--- src/rtl/bitty_pkg.sv ---
// Shared definitions for the bitty program sequencer: state encoding and
// default instruction/halt parameters.
package bitty_pkg;

  localparam int          BITTY_DATA_W     = 16;
  localparam logic [15:0] BITTY_HALT_INSTR = 16'hFFFF;

  typedef enum logic [2:0] {
    IDLE   = 3'd0,
    FETCH  = 3'd1,
    ISSUE  = 3'd2,
    EXEC   = 3'd3,
    WB     = 3'd4,
    FINISH = 3'd5,
    ERR    = 3'd6
  } seq_state_e;

endpackage

--- src/rtl/bitty_timeout_ctr.sv ---
// Execution watchdog: counts enabled cycles since the last clear and flags
// the final allowed waiting cycle.
module bitty_timeout_ctr #(
  parameter int TIMEOUT = 64
) (
  input  logic clk,
  input  logic reset,
  input  logic clear,
  input  logic enable,
  output logic tc
);

  localparam int CW = (TIMEOUT > 1) ? $clog2(TIMEOUT) : 1;

  logic [CW-1:0] count;

  // tc marks the TIMEOUT-th enabled cycle, so the caller can still accept a
  // completion arriving in that same cycle before declaring a timeout.
  always_ff @(posedge clk or negedge reset) begin
    if (!reset) begin
      count <= '0;
    end else if (clear) begin
      count <= '0;
    end else if (enable && !tc) begin
      count <= count + 1'b1;
    end
  end

  assign tc = (count == CW'(TIMEOUT - 1));

endmodule

--- src/rtl/bitty_seq_ctrl.sv ---
// Program sequencer for the bitty core: fetches instructions, issues them on
// run/d_instr, waits for done, captures the result and advances the PC.
module bitty_seq_ctrl
  import bitty_pkg::*;
#(
  parameter int                ADDR_W     = 8,
  parameter int                DATA_W     = BITTY_DATA_W,
  parameter logic [DATA_W-1:0] HALT_INSTR = BITTY_HALT_INSTR,
  parameter int                TIMEOUT    = 64
) (
  input  logic              clk,
  input  logic              reset,
  input  logic              start,
  input  logic              halt_req,
  input  logic [ADDR_W-1:0] prog_len,
  output logic              mem_req,
  output logic [ADDR_W-1:0] mem_addr,
  input  logic              mem_ack,
  input  logic [DATA_W-1:0] mem_rdata,
  output logic              cpu_run,
  output logic [DATA_W-1:0] cpu_instr,
  input  logic              cpu_done,
  input  logic [DATA_W-1:0] cpu_dout,
  output logic [DATA_W-1:0] result,
  output logic              result_valid,
  output logic              busy,
  output logic              finished,
  output logic              error,
  output logic [ADDR_W-1:0] pc,
  output logic [15:0]       instr_count
);

  seq_state_e        state;
  logic              exec_tc;
  logic [ADDR_W-1:0] last_pc;

  // prog_len of zero wraps to an all-ones last address, i.e. a full 2^ADDR_W program.
  assign last_pc  = prog_len - 1'b1;
  assign mem_addr = pc;
  assign busy     = (state == FETCH) || (state == ISSUE) ||
                    (state == EXEC)  || (state == WB);

  bitty_timeout_ctr #(
    .TIMEOUT (TIMEOUT)
  ) u_timeout (
    .clk    (clk),
    .reset  (reset),
    .clear  (state == ISSUE),
    .enable (state == EXEC),
    .tc     (exec_tc)
  );

  always_ff @(posedge clk or negedge reset) begin
    if (!reset) begin
      state        <= IDLE;
      pc           <= '0;
      instr_count  <= '0;
      result       <= '0;
      cpu_instr    <= '0;
      mem_req      <= 1'b0;
      cpu_run      <= 1'b0;
      result_valid <= 1'b0;
      finished     <= 1'b0;
      error        <= 1'b0;
    end else begin
      result_valid <= 1'b0;
      case (state)
        IDLE, FINISH, ERR: begin
          if (start) begin
            pc          <= '0;
            instr_count <= '0;
            finished    <= 1'b0;
            error       <= 1'b0;
            mem_req     <= 1'b1;
            state       <= FETCH;
          end
        end
        FETCH: begin
          if (mem_ack) begin
            mem_req <= 1'b0;
            if (mem_rdata == HALT_INSTR) begin
              finished <= 1'b1;
              state    <= FINISH;
            end else begin
              cpu_instr <= mem_rdata;
              cpu_run   <= 1'b1;
              state     <= ISSUE;
            end
          end
        end
        ISSUE: begin
          state <= EXEC;
        end
        // Completion takes priority over the watchdog on the same cycle.
        EXEC: begin
          if (cpu_done) begin
            result       <= cpu_dout;
            result_valid <= 1'b1;
            cpu_run      <= 1'b0;
            state        <= WB;
          end else if (exec_tc) begin
            cpu_run <= 1'b0;
            error   <= 1'b1;
            state   <= ERR;
          end
        end
        WB: begin
          if (instr_count != 16'hFFFF) begin
            instr_count <= instr_count + 16'd1;
          end
          if ((pc == last_pc) || halt_req) begin
            finished <= 1'b1;
            state    <= FINISH;
          end else begin
            pc      <= pc + 1'b1;
            mem_req <= 1'b1;
            state   <= FETCH;
          end
        end
        default: begin
          cpu_run <= 1'b0;
          mem_req <= 1'b0;
          state   <= IDLE;
        end
      endcase
    end
  end

endmodule
--- config.mk ---
export PLATFORM = sky130hd
export DESIGN_NAME = bitty_seq_ctrl
export DESIGN_NICKNAME = d
export VERILOG_FILES = /design/src/rtl/bitty_pkg.sv /design/src/rtl/bitty_timeout_ctr.sv /design/src/rtl/bitty_seq_ctrl.sv
export SDC_FILE = /design/constraint.sdc
export NUM_CORES = 1
export LEC_CHECK = 0
export CORE_AREA = 2 2 89 91
export DETAILED_ROUTE_END_ITERATION = 6
export DIE_AREA = 0 0 91 93
export PLACE_DENSITY = 0.86
export SLEW_MARGIN = 20
export SYNTH_ARGS = -nofsm -noshare
export SYNTH_HDL_FRONTEND = slang
export SYNTH_HIERARCHICAL = 1
export SYNTH_SLANG_ARGS = --single-unit
--- constraint.sdc ---
create_clock -name clk -period 3.3 [get_ports clk]
set_input_delay 0.66 -clock clk [delete_from_list [all_inputs] [get_ports clk]]
set_output_delay 0.66 -clock clk [all_outputs]
set_load 0.02 [all_outputs]
Yosys cells after proc, flatten, opt, wreduce, memory -nomap -nowiden
Cells that the tools add are included.
{"block": "word_totals", "reg_bits": 70, "in_bits": 46, "out_inout_bits": 70, "wordCells": 95}
{"block": "classes", "addsub": 4, "eq_ne": 20, "n_mux": 34, "bitwise": 3, "reduce_logical": 23}
{"operator": "16-bit two-way mux", "count": 2}
{"operator": "16-bit case mux with 2 select lines", "count": 1}
{"operator": "3-bit two-way mux", "count": 6}
{"operator": "16-bit by 1-bit adder with 16-bit output, second input constant", "count": 1}
{"operator": "16-bit == test, second input constant", "count": 1}
{"operator": "8-bit two-way mux", "count": 2}
{"operator": "16-bit != test, second input constant", "count": 1}
{"operator": "8-bit case mux with 2 select lines", "count": 1}
{"operator": "1-bit two-way mux", "count": 15}
{"operator": "3-bit case mux with 5 select lines", "count": 1}
{"operator": "6-bit two-way mux", "count": 2}
{"operator": "2-bit != test, second input constant", "count": 6}
{"operator": "3-bit AND reduction", "count": 4}
{"operator": "4-bit AND reduction", "count": 3}
{"operator": "3-bit == test, second input constant", "count": 3}
{"operator": "8-bit by 1-bit adder with 8-bit output, second input constant", "count": 1}
{"operator": "8-bit == test", "count": 1}
{"operator": "8-bit by 1-bit subtractor with 8-bit output, second input constant", "count": 1}
{"operator": "6-bit by 1-bit adder with 6-bit output, second input constant", "count": 1}
{"operator": "3-bit by 2-bit == test with 1-bit output, second input constant", "count": 2}
{"operator": "6-bit == test, second input constant", "count": 1}
{"operator": "2-bit by 1-bit != test with 1-bit output, second input constant", "count": 3}
{"operator": "1-bit case mux with 3 select lines", "count": 2}
{"operator": "2-bit nonzero test", "count": 3}
{"operator": "15 further kinds", "count": 20}

Longest topological paths before layout
{"block": "logic_depth", "word_depth": 5, "depth_mapped": 8, "depth_no_buf": 8}

By module
The synthesis kept the hierarchy.
{"mod": "bitty_seq_ctrl", "instances": 1, "cells_per_inst": 312, "area_per_inst_um2": 3347.0, "seq_area_each_um2": 1601.5}
{"mod": "bitty_timeout_ctr", "instances": 1, "cells_per_inst": 39, "area_per_inst_um2": 380.4, "seq_area_each_um2": 150.1}

Worst setup path before layout
No wires, ideal clock.
{"block": "synth_path", "path_type": "input-to-reg", "from": "input port prog_len[0]", "to": "register mem_req", "setup_time_ns": 0.124, "t_arrival_ns": 2.376, "t_required_ns": 3.176, "setup_slack_ns": 0.800, "path_stages": 8, "n_path_buf": 0, "path_cell_list": "inv_1 ha_1 or3b_1 a211oi_1 nand4_2 o31ai_2 a21oi_1 o21bai_1"}
{"block": "synth_between", "elab_chain_len": 5}
{"item": "from (decl)", "line": "bitty_seq_ctrl.sv:15", "text": "input logic [ADDR_W-1:0] prog_len,"}
{"item": "8-bit by 1-bit subtractor with 8-bit output", "line": "bitty_seq_ctrl.sv:38", "text": "assign last_pc = prog_len - 1'b1;"}
{"item": "8-bit == test", "line": "bitty_seq_ctrl.sv:111", "text": "if ((pc == last_pc) || halt_req) begin"}
{"item": "1-bit logical OR", "line": "bitty_seq_ctrl.sv:111"}
{"item": "2-bit != test (no line)"}
{"item": "4-bit AND reduction (no line)"}
{"item": "to (signal assigned)", "line": "bitty_seq_ctrl.sv:80", "text": "mem_req <= 1'b0;"}
{"item": "to (signal assigned)", "line": "bitty_seq_ctrl.sv:116", "text": "mem_req <= 1'b1;"}
{"item": "to (signal assigned)", "line": "bitty_seq_ctrl.sv:122", "text": "mem_req <= 1'b0;"}
{"item": "to (decl)", "line": "bitty_seq_ctrl.sv:16", "text": "output logic mem_req,"}
Every way passes these cells.
A chain may end at the register's enable or synchronous reset.

Worst setup path after layout
Ends and elaborated chain as after synthesis.

==> flow_metrics.py <==
metrics = {
    "worst_setup_path": {
        "critPathLaunchType": "input pin",
        "path_buf_inv": 3,
        "cp-end-kind": "flop",
        "r2r_cells": 6,
        "crit_family": "compound AO/OA/AOI/OAI gates",
        "crit_type": "input pin to flop",
        "worstPathRequired_ns": 3.53,
        "reg2reg_from": "state[1]",
        "path_max_fanout": 8,
        "cp_slowest_cell": "clkdlybuf4s50_1",
        "r2r-end": "instr_count[12]",
        "critPathMaxStageDelay_ns": 0.48,
        "ff2ff_setup_slack_ns": 0.89,
        "critPathArrivalTime_ns": 2.97,
        "path_cells": "clkdlybuf4s50_1, inv_1, ha_1, or3b_1, a211oi_1, nand4_2, o31ai_2, buf_4, a21oi_1, o21bai_1",
    },
    "grt": {
        "grt_pass1_vias": 3245,
        "grt_pass1_wl_mm": 14.7,
        "antenna_found_initial": 0,
        "grt.overflow.total": 0,
        "track_usage": 0.214,
        "grt_max_degree": 39,
    },
    "clocking": {
        "cts_tree": "done",
        "clkSinkCount": 70,
        "clk_path_buf_depth": 2,
        "post_cts_resized": 0,
        "path_clk_slew_ns": 0.08,
        "post-cts-setup-buffers": 0,
        "cts_hold_buf": 0,
        "h-tree-depth": 3,
        "cts_root_buf": "clkbuf_8",
        "numCtsBuffers": 9,
        "clkLatencyLatePin_ns": 0.33,
    },
    "status": {
        "status": "completed",
    },
    "sta": {
        "slew_viol_final": 0,
        "period_share": 0.831,
        "relSlewSlack": 0.442,
        "finClkSkew_ns": 0.0124,
        "rsz0062_at_grt": "no",
        "fin_setup_tns_ns": 0,
        "fmax_ghz": 0.365,
        "worstMarginPinSlew_ns": 0.837,
        "final_hold_viol_count": 0,
        "period_needed_ns": 2.74,
        "setup_viol": 0,
    },
    "power": {
        "ir_drop_uv": 517,
        "leakage_nw": 2.09,
        "power.density_nw_per_um2": 752,
    },
    "routing": {
        "routed_wirelength_mm": 8.68,
        "routed_via_density": 5.54,
        "drtIter0Drc": 111,
        "first_pass_iters": 4,
        "wl_per_cell_um": 15.2,
        "drc": 0,
        "vias": 3156,
        "ant_nets": 0,
    },
    "synthesis": {
        "synth.most_common_cell": "dfrtp_1",
        "netlist.area_leader.share": 0.470,
        "synth_cell_types": 63,
        "syn_nets": 401,
        "synthTopCellsByCount": "dfrtp_1, mux2_2, nand2_1, a21oi_1, nor2_1",
        "async_reset_ff_frac": 1.00,
        "synth_seq_cells": 70,
        "synth_edf_count": 0,
        "synth_area_leaders": "dfrtp_1, mux2_2, nand2_1",
        "yosysTopAreaCell": "dfrtp_1",
        "ys_seq_area_frac": 0.470,
        "synth_ff_type": "dfrtp_1",
        "ys_warn_count": 6,
        "syn_area_um2": 3730,
        "synthCells": 351,
        "syn_area_per_cell_um2": 10.6,
    },
    "cells_and_area": {
        "area_growth_pct": 37.5,
        "antenna_cells": 0,
        "final_util": 0.681,
        "fin_nets": 513,
        "layout-drive-gt1-share": 0.150,
    },
    "die": {
        "die_x_um": 91,
        "start_util": 0.495,
        "die-height_um": 93,
        "core_area_um2": 7530,
        "dieArea_um2": 8460,
        "pin_count": 116,
        "rows": 32,
    },
    "place": {
        "dpl.hpwl_mm": 6.62,
        "portBuffers": 115,
        "globalplace.congestion": 0.822,
    },
    "min_path": {
        "hp-class": "input pin to async pin",
    },
    "flow_run": {
        "cap_violations": 0,
    },
}
==> cells by family (layout without fill, tap and decap cells) <==
| logic type | after synthesis | in the layout | share of synthesized area |
|---|---|---|---|
| AO/OA/AOI/OAI | 61 | 61 | 0.110 |
| XOR/XNOR | 15 | 15 | 0.0352 |
| adder cells (fa/ha/maj) | 4 | 4 | 0.0134 |
| buffers and inverters | 36 | 153 | 0.0554 |
| flip-flops | 70 | 70 | 0.470 |
| multiplexers | 35 | 35 | 0.105 |
| AND/OR/NAND/NOR | 130 | 130 | 0.211 |
==> metal layers <==
metal	wire [µm]	track usage
met5	0	0
met4	119	0.0745
met3	553	0.0580
met2	4400	0.373
met1	3600	0.255
==> how the worst max path moves through the flow <==
stage	startpoint	endpoint	slack, ns	cells after the start
2_1_floorplan	prog_len[0]	mem_req	0.80	8
3_3_place_gp	prog_len[0]	mem_addr[7]	0.29	9
3_5_place_dp	prog_len[0]	mem_req	0.21	10
4_1_cts	prog_len[0]	mem_req	0.57	10
5_1_grt	prog_len[0]	mem_req	0.35	10
6_report	prog_len[0]	mem_req	0.56	10
==> through the flow <==
| step | setup WS, ns | total power, W | instances | instance area (µm²) | hold slack, ns |
|---|---|---|---|---|---|
| 3_5_place_dp | 0.211 | 0.00311 | 554 | 4900 | 0.496 |
| 3_3_place_gp | 0.288 | 0.00305 | 554 | 4900 | 0.488 |
| 4_1_cts | 0.570 | 0.00389 | 570 | 5130 | 0.453 |
| 5_1_grt | 0.352 | 0.00409 | 570 | 5130 | 0.489 |
| 6_report | 0.559 | 0.00385 | 570 | 5130 | 0.425 |
| 2_1_floorplan | 0.800 | 0.00236 | 351 | 3730 | 0.364 |
==> registers in the layout, summed over array words and instances, names as in the netlist, 3 cells and up <==
name / flops
result: 16
instr_count: 16
u_timeout/count: 6
mem_addr: 8
cpu_instr: 16
state: 3
==> layout by cell type (no fill, tap or decap), types with 5 or more instances in the layout <==
cell type,instances
nor3b_1,6
xor2_1,9
clkbuf_8,10
nand2_1,26
dfrtp_1,70
nor2_1,17
nand3_1,6
buf_4,7
a21oi_1,19
nand4_1,15
or4_1,5
o31ai_1,5
mux2_2,32
or3_1,6
o21ai_0,10
and3_1,7
inv_1,15
clkdlybuf4s50_1,114
xnor2_1,6
nand2b_1,5
==> where the power goes <==
group          internal, W  leakage (nW)  switching, W
combinational     0.000871          1.09      0.000874
clock             0.000448         0.110      0.000322
sequential         0.00113         0.895      0.000207
==> layout make-up <==
class	instances	area [µm²]
Inverter	15	56.3
Tap cell	102	128
Clock inverter	5	81.3
Sequential cell	70	1750
Timing Repair Buffer	122	1200
Clock buffer	11	141
Multi-Input combinational cell	245	1770
Fill cell	622	2400
(Power assumes the default switching activity.)
